File: config.mk
export PLATFORM = sky130hd
export DESIGN_NAME = imm_gen_pipe
export DESIGN_NICKNAME = d
export VERILOG_FILES = /design/src/rtl/imm_gen_pipe.sv
export SDC_FILE = /design/constraint.sdc
export NUM_CORES = 1
export LEC_CHECK = 0
export ABC_AREA = 0
export CAP_MARGIN = 30
export CORE_ASPECT_RATIO = 1.25
export CORE_UTILIZATION = 40
export CTS_BUF_LIST = sky130_fd_sc_hd__clkbuf_8
export DETAILED_ROUTE_END_ITERATION = 12
export PLACE_DENSITY_LB_ADDON = 0.25
export SYNTH_ARGS = -nofsm -noshare
export SYNTH_HDL_FRONTEND = slang
export SYNTH_SLANG_ARGS = --single-unit
File: constraint.sdc
create_clock -name clk -period 1.5 [get_ports clk]
set_input_delay 0.375 -clock clk [delete_from_list [all_inputs] [get_ports clk]]
set_output_delay 0.375 -clock clk [all_outputs]
set_load 0.05 [all_outputs]
File: src/rtl/imm_gen_pipe.sv
// imm_gen_pipe: RV64I decode-stage immediate generator with a registered
// valid/ready output stage and a one-entry skid register behind it.
//
// Parameters:
//   WIDTH  - width of out_imm (32 or 64)
//   TAG_W  - width of the sideband tag carried with each instruction
//
// Ports:
//   clk, reset              - clock, synchronous active-high reset
//   in_valid/in_ready       - input handshake
//   in_instr, in_tag        - raw instruction word and its tag (PC)
//   out_valid/out_ready     - output handshake
//   out_imm                 - sign-extended immediate
//   out_fmt                 - 0=R 1=I 2=S 3=B 4=U 5=J 7=illegal
//   out_illegal             - opcode not recognised
//   out_instr, out_tag      - instruction and tag passed through
module imm_gen_pipe #(
    parameter int unsigned WIDTH = 64,
    parameter int unsigned TAG_W = 64
) (
    input  logic             clk,
    input  logic             reset,
    input  logic             in_valid,
    output logic             in_ready,
    input  logic [31:0]      in_instr,
    input  logic [TAG_W-1:0] in_tag,
    output logic             out_valid,
    input  logic             out_ready,
    output logic [WIDTH-1:0] out_imm,
    output logic [2:0]       out_fmt,
    output logic             out_illegal,
    output logic [31:0]      out_instr,
    output logic [TAG_W-1:0] out_tag
);

    if (WIDTH != 32 && WIDTH != 64) begin : g_bad_width
        $error("imm_gen_pipe: WIDTH must be 32 or 64");
    end

    localparam logic [2:0] FMT_R   = 3'd0;
    localparam logic [2:0] FMT_I   = 3'd1;
    localparam logic [2:0] FMT_S   = 3'd2;
    localparam logic [2:0] FMT_B   = 3'd3;
    localparam logic [2:0] FMT_U   = 3'd4;
    localparam logic [2:0] FMT_J   = 3'd5;
    localparam logic [2:0] FMT_ILL = 3'd7;

    // ---------------- combinational decode ----------------
    logic [31:0]      dec_imm32;
    logic [WIDTH-1:0] dec_imm;
    logic [2:0]       dec_fmt;
    logic             dec_ill;

    always_comb begin
        dec_imm32 = '0;
        dec_fmt   = FMT_ILL;
        dec_ill   = 1'b1;
        case (in_instr[6:0])
            7'b0000011, 7'b0010011, 7'b0011011, 7'b1100111: begin
                dec_imm32 = {{20{in_instr[31]}}, in_instr[31:20]};
                dec_fmt   = FMT_I;
                dec_ill   = 1'b0;
            end
            7'b0100011: begin
                dec_imm32 = {{20{in_instr[31]}}, in_instr[31:25], in_instr[11:7]};
                dec_fmt   = FMT_S;
                dec_ill   = 1'b0;
            end
            7'b1100011: begin
                dec_imm32 = {{20{in_instr[31]}}, in_instr[7], in_instr[30:25],
                             in_instr[11:8], 1'b0};
                dec_fmt   = FMT_B;
                dec_ill   = 1'b0;
            end
            7'b0110111, 7'b0010111: begin
                dec_imm32 = {in_instr[31:12], 12'b0};
                dec_fmt   = FMT_U;
                dec_ill   = 1'b0;
            end
            7'b1101111: begin
                dec_imm32 = {{12{in_instr[31]}}, in_instr[19:12], in_instr[20],
                             in_instr[30:21], 1'b0};
                dec_fmt   = FMT_J;
                dec_ill   = 1'b0;
            end
            7'b0110011, 7'b0111011: begin
                dec_fmt = FMT_R;
                dec_ill = 1'b0;
            end
            default: ;
        endcase
    end

    // dec_imm32 is already sign-correct (zero for R/illegal), so widening
    // replicates its own bit 31 rather than in_instr[31].
    if (WIDTH > 32) begin : g_ext
        assign dec_imm = {{(WIDTH-32){dec_imm32[31]}}, dec_imm32};
    end else begin : g_noext
        assign dec_imm = dec_imm32;
    end

    // ---------------- main (M) and skid (S) registers ----------------
    logic             m_valid_q, m_valid_d, s_valid_q, s_valid_d;
    logic [WIDTH-1:0] m_imm_q, m_imm_d, s_imm_q, s_imm_d;
    logic [2:0]       m_fmt_q, m_fmt_d, s_fmt_q, s_fmt_d;
    logic             m_ill_q, m_ill_d, s_ill_q, s_ill_d;
    logic [31:0]      m_instr_q, m_instr_d, s_instr_q, s_instr_d;
    logic [TAG_W-1:0] m_tag_q, m_tag_d, s_tag_q, s_tag_d;

    logic in_fire, out_fire;

    assign in_ready = !s_valid_q && !reset;
    assign in_fire  = in_valid && in_ready;
    assign out_fire = m_valid_q && out_ready;

    always_comb begin
        m_valid_d = m_valid_q;
        m_imm_d   = m_imm_q;
        m_fmt_d   = m_fmt_q;
        m_ill_d   = m_ill_q;
        m_instr_d = m_instr_q;
        m_tag_d   = m_tag_q;
        s_valid_d = s_valid_q;
        s_imm_d   = s_imm_q;
        s_fmt_d   = s_fmt_q;
        s_ill_d   = s_ill_q;
        s_instr_d = s_instr_q;
        s_tag_d   = s_tag_q;

        // in_fire cannot coincide with a valid skid entry (in_ready is low).
        if (out_fire && s_valid_q) begin
            m_valid_d = 1'b1;
            m_imm_d   = s_imm_q;
            m_fmt_d   = s_fmt_q;
            m_ill_d   = s_ill_q;
            m_instr_d = s_instr_q;
            m_tag_d   = s_tag_q;
            s_valid_d = 1'b0;
        end else if (in_fire && (!m_valid_q || out_fire)) begin
            m_valid_d = 1'b1;
            m_imm_d   = dec_imm;
            m_fmt_d   = dec_fmt;
            m_ill_d   = dec_ill;
            m_instr_d = in_instr;
            m_tag_d   = in_tag;
        end else if (in_fire) begin
            s_valid_d = 1'b1;
            s_imm_d   = dec_imm;
            s_fmt_d   = dec_fmt;
            s_ill_d   = dec_ill;
            s_instr_d = in_instr;
            s_tag_d   = in_tag;
        end else if (out_fire) begin
            m_valid_d = 1'b0;
        end
    end

    always_ff @(posedge clk) begin
        if (reset) begin
            m_valid_q <= 1'b0;
            m_imm_q   <= '0;
            m_fmt_q   <= '0;
            m_ill_q   <= 1'b0;
            m_instr_q <= '0;
            m_tag_q   <= '0;
            s_valid_q <= 1'b0;
            s_imm_q   <= '0;
            s_fmt_q   <= '0;
            s_ill_q   <= 1'b0;
            s_instr_q <= '0;
            s_tag_q   <= '0;
        end else begin
            m_valid_q <= m_valid_d;
            m_imm_q   <= m_imm_d;
            m_fmt_q   <= m_fmt_d;
            m_ill_q   <= m_ill_d;
            m_instr_q <= m_instr_d;
            m_tag_q   <= m_tag_d;
            s_valid_q <= s_valid_d;
            s_imm_q   <= s_imm_d;
            s_fmt_q   <= s_fmt_d;
            s_ill_q   <= s_ill_d;
            s_instr_q <= s_instr_d;
            s_tag_q   <= s_tag_d;
        end
    end

    assign out_valid   = m_valid_q;
    assign out_imm     = m_imm_q;
    assign out_fmt     = m_fmt_q;
    assign out_illegal = m_ill_q;
    assign out_instr   = m_instr_q;
    assign out_tag     = m_tag_q;

endmodule
==> results.json, run 1 <==
{
  "ant_nets": 0,
  "wirelength_mm": 45.92,
  "dp.cells": 1909,
  "dp_slack_ns": -0.9424,
  "yosys.area.top_type": "dfxtp_1",
  "ios": 266,
  "fin_area_um2": 20460,
  "period_share": 1.211,
  "synth_cells": 1366,
  "clockBufferDepth": 3,
  "place_area_um2": 15950,
  "multiInputGateArea_um2": 5904,
  "p_leak_nw": 7.787,
  "drc_errors": 0,
  "critical_path.startpoint_type": "register",
  "hold_depth": 3,
  "ys_ff_latch": 266,
  "first_iter_violations": 1021,
  "clock_latency_ns": 0.56,
  "drv_slew": 0,
  "cap_violations": 0,
  "ir_drop_mv": 0.6674,
  "drive_above_1_share": 0.3873,
  "fin_cells": 2108,
  "gp_congestion": 0.8309,
  "synth_top_cells_by_count": "nand2_1 (414), dfxtp_1 (266), a21oi_1 (162), nor2_1 (115), a311oi_1 (97)",
  "cts_root_buf": "clkbuf_8",
  "yosysMostFrequentCell": "nand2_1",
  "overflow": 0,
  "fin_util": 0.7625,
  "crit_arrival_ns": 2.27,
  "cts_tree": "yes",
  "tightestPinTransition_ns": 0.8472,
  "drtPass1Iterations": 7,
  "async_flop_share": 0,
  "io_buffers": 265,
  "yosys_most_used_dff": "dfxtp_1",
  "cp.required_ns": 1.95,
  "num_vias": 12230,
  "rsz0062_at_grt": "true",
  "cts.clk_slew.worst_paths_ns": 0.07,
  "cp_max_fo": 8,
  "fin_ws_ns": -0.3164,
  "clock.fmax_ghz": 0.5505,
  "crit_path_end_kind": "register",
  "fin_skew_ns": 0.02024,
  "synth.area.top_cells": "dfxtp_1 (49%), nand2_1 (14%), a311oi_1 (7.8%)",
  "vias_per_cell": 5.800,
  "worstSetupPathType": "register to register",
  "nNetsFinal": 1831,
  "gr-usage-all-layers": 0.2965,
  "tns_ns": -40.05,
  "hold_class": "primary input to register",
  "slew_headroom": 0.4352,
  "hold_violations": 0,
  "whs_ns": 0.1000,
  "htree_levels": 2,
  "setup_violations": 317,
  "grt_pass1_vias": 11720,
  "syn_nets": 1466,
  "synth_top_area_frac": 0.4885,
  "core.rowCount": 67,
  "ff_latch_area_um2": 5335,
  "period_needed_ns": 1.816,
  "slowest_delay_ns": 0.34,
  "die_w_um": 149.7,
  "worst_r2r_path_depth": 9,
  "cts_buffers": 43,
  "die_area_um2": 27920,
  "core_um2": 26830,
  "grt_max_degree": 146,
  "p_total_mw": 19.98,
  "antenna_found_initial": 1,
  "yosysWarnings": 0,
  "pwr_density_cell_nw_per_um2": 977.0,
  "synth_area_um2": 10900,
  "synth_edf_count": 0,
  "fillers": 1638,
  "yosysUniqueCellTypes": 43,
  "avgSynthCellArea_um2": 7.981,
  "cts_hold_buf": 0,
  "cpMaxStageDelayCell": "dfxtp_2",
  "status": "finished with violations",
  "area_growth_pct": 87.64,
  "die_height_um": 186.6,
  "crit_top_cell": "buf_12",
  "clock_sinks": 266,
  "initial_utilization": 0.4064,
  "yosysSeqAreaShare": 0.4885,
  "place_hpwl_mm": 21.87,
  "violations": "negative setup slack",
  "wl_per_cell_um": 21.79,
  "grt_pass1_wl_mm": 65.18,
  "worstPathCellList": "buf_12 -> nor3b_4 -> o21a_4 -> buf_6 -> buf_12 -> buf_8 -> clkbuf_16 -> nor2_1 -> a311oi_1"
}
cells in the final DEF (no fill, tap or decap), types with 4 or more instances in the layout:
cell               n
a21oi_1          122
a21oi_2           50
a221oi_2           6
a22oi_1            6
a311oi_1          35
a311oi_2          61
a31oi_1           13
and3_1             4
buf_12           222
buf_16            38
buf_4             52
buf_6             38
buf_8             13
bufinv_16          6
clkbuf_16         11
clkbuf_8          56
clkdlybuf4s50_1   91
clkinv_2           8
dfxtp_1          262
inv_1             11
nand2_1          373
nand2_2           21
nand2_4           20
nand3_1            6
nor2_1            88
nor2_2            13
nor2_4            14
o21ai_0           21
o21ai_1           19
o21ai_2            8
o221ai_2          11
cells by family after synthesis:
family / share of synthesized area
AOI/OAI and AO/OA: 0.2241
DFF: 0.4885
and+or+nand+nor: 0.2088
muxes: 0.001836
buffers and inverters: 0.07678
what timing repair did:
| action | CTS | global route |
|---|---|---|
| gates resized for setup | 249 | 161 |
| pin swaps | 85 | 45 |
| endpoints found under the setup margin | 310 | 380 |
| setup buffers | 55 | 27 |
| cloned | 48 | 11 |
layer usage:
metal  GRT usage  wire, um  part of all wire  vias up
li1            -         -                 -     5449
met1      0.3515     16830              0.37     5953
met2      0.5151     23130              0.50      653
met3     0.04670      3416             0.074      172
met4      0.1414      2553             0.056        0
met5           0         0                 0        -
critical path: cells and delay by family (launching register included):
| family | cells | cell delay, ns |
|---|---|---|
| AND/OR/NAND/NOR | 2 | 0.28 |
| flip-flops | 1 | 0.34 |
| buffers and inverters | 5 | 0.63 |
| AO/OA/AOI/OAI | 2 | 0.44 |
layout make-up:
type / instances / area share
clock buffers: 56 / 0.03768
diodes: 2 / 0.0002447
repair buffers: 472 / 0.3787
flip-flops and latches: 266 / 0.2608
inverters: 6 / 0.001101
multi-input cells: 942 / 0.2886
clock inverters: 19 / 0.01168
well taps: 345 / 0.02110
path summary, 6_finish.rpt:
path / startpoint / end / slack, ns
setup / recovery: s_valid_q / out_tag[9] / -0.32
hold / removal: in_instr[1] / s_instr_q[1] / 0.1
setup reg to reg: s_valid_q / out_tag[9] / -0.32
hold reg to reg: s_tag_q[51] / s_tag_q[51] / 0.45
report_power, final:
group | leakage, nW | total (mW) | switching (mW) | internal, mW
combinational | 5.07 | 4.81 | 2.46 | 2.35
clock | 0.545 | 7.45 | 3.07 | 4.38
sequential | 2.17 | 7.72 | 0.346 | 7.38
total | 7.79 | 20.0 | 5.88 | 14.1
state kept, by name, indices dropped and copies added (netlist names), 3 cells and up:
signal,cells
s_fmt_q,3
s_instr_q,32
s_imm_q,32
out_fmt,3
s_tag_q,64
out_tag,64
out_instr,32
out_imm,32
No activity file was read; power rests on OpenSTA's default activity.
==> run 2: changes to the inputs <==
--- a/config.mk
+++ b/config.mk
@@ -6,6 +6,7 @@
 export NUM_CORES = 1
 export LEC_CHECK = 0
 export ABC_AREA = 0
+export ABC_CLOCK_PERIOD_IN_PS = 1500
 export CAP_MARGIN = 30
 export CORE_ASPECT_RATIO = 1.25
 export CORE_UTILIZATION = 40
==> results of run 2 <==
The final DEF is identical to that of run 1; final timing and power are the same.
==> run 3: changes to the inputs <==
--- a/config.mk
+++ b/config.mk
@@ -12,6 +12,7 @@
 export CORE_UTILIZATION = 40
 export CTS_BUF_LIST = sky130_fd_sc_hd__clkbuf_8
 export DETAILED_ROUTE_END_ITERATION = 12
+export HOLD_SLACK_MARGIN = 0.08
 export PLACE_DENSITY_LB_ADDON = 0.25
 export SYNTH_ARGS = -nofsm -noshare
 export SYNTH_HDL_FRONTEND = slang
==> results of run 3 <==
The final DEF is identical to that of run 1; final timing and power are the same.
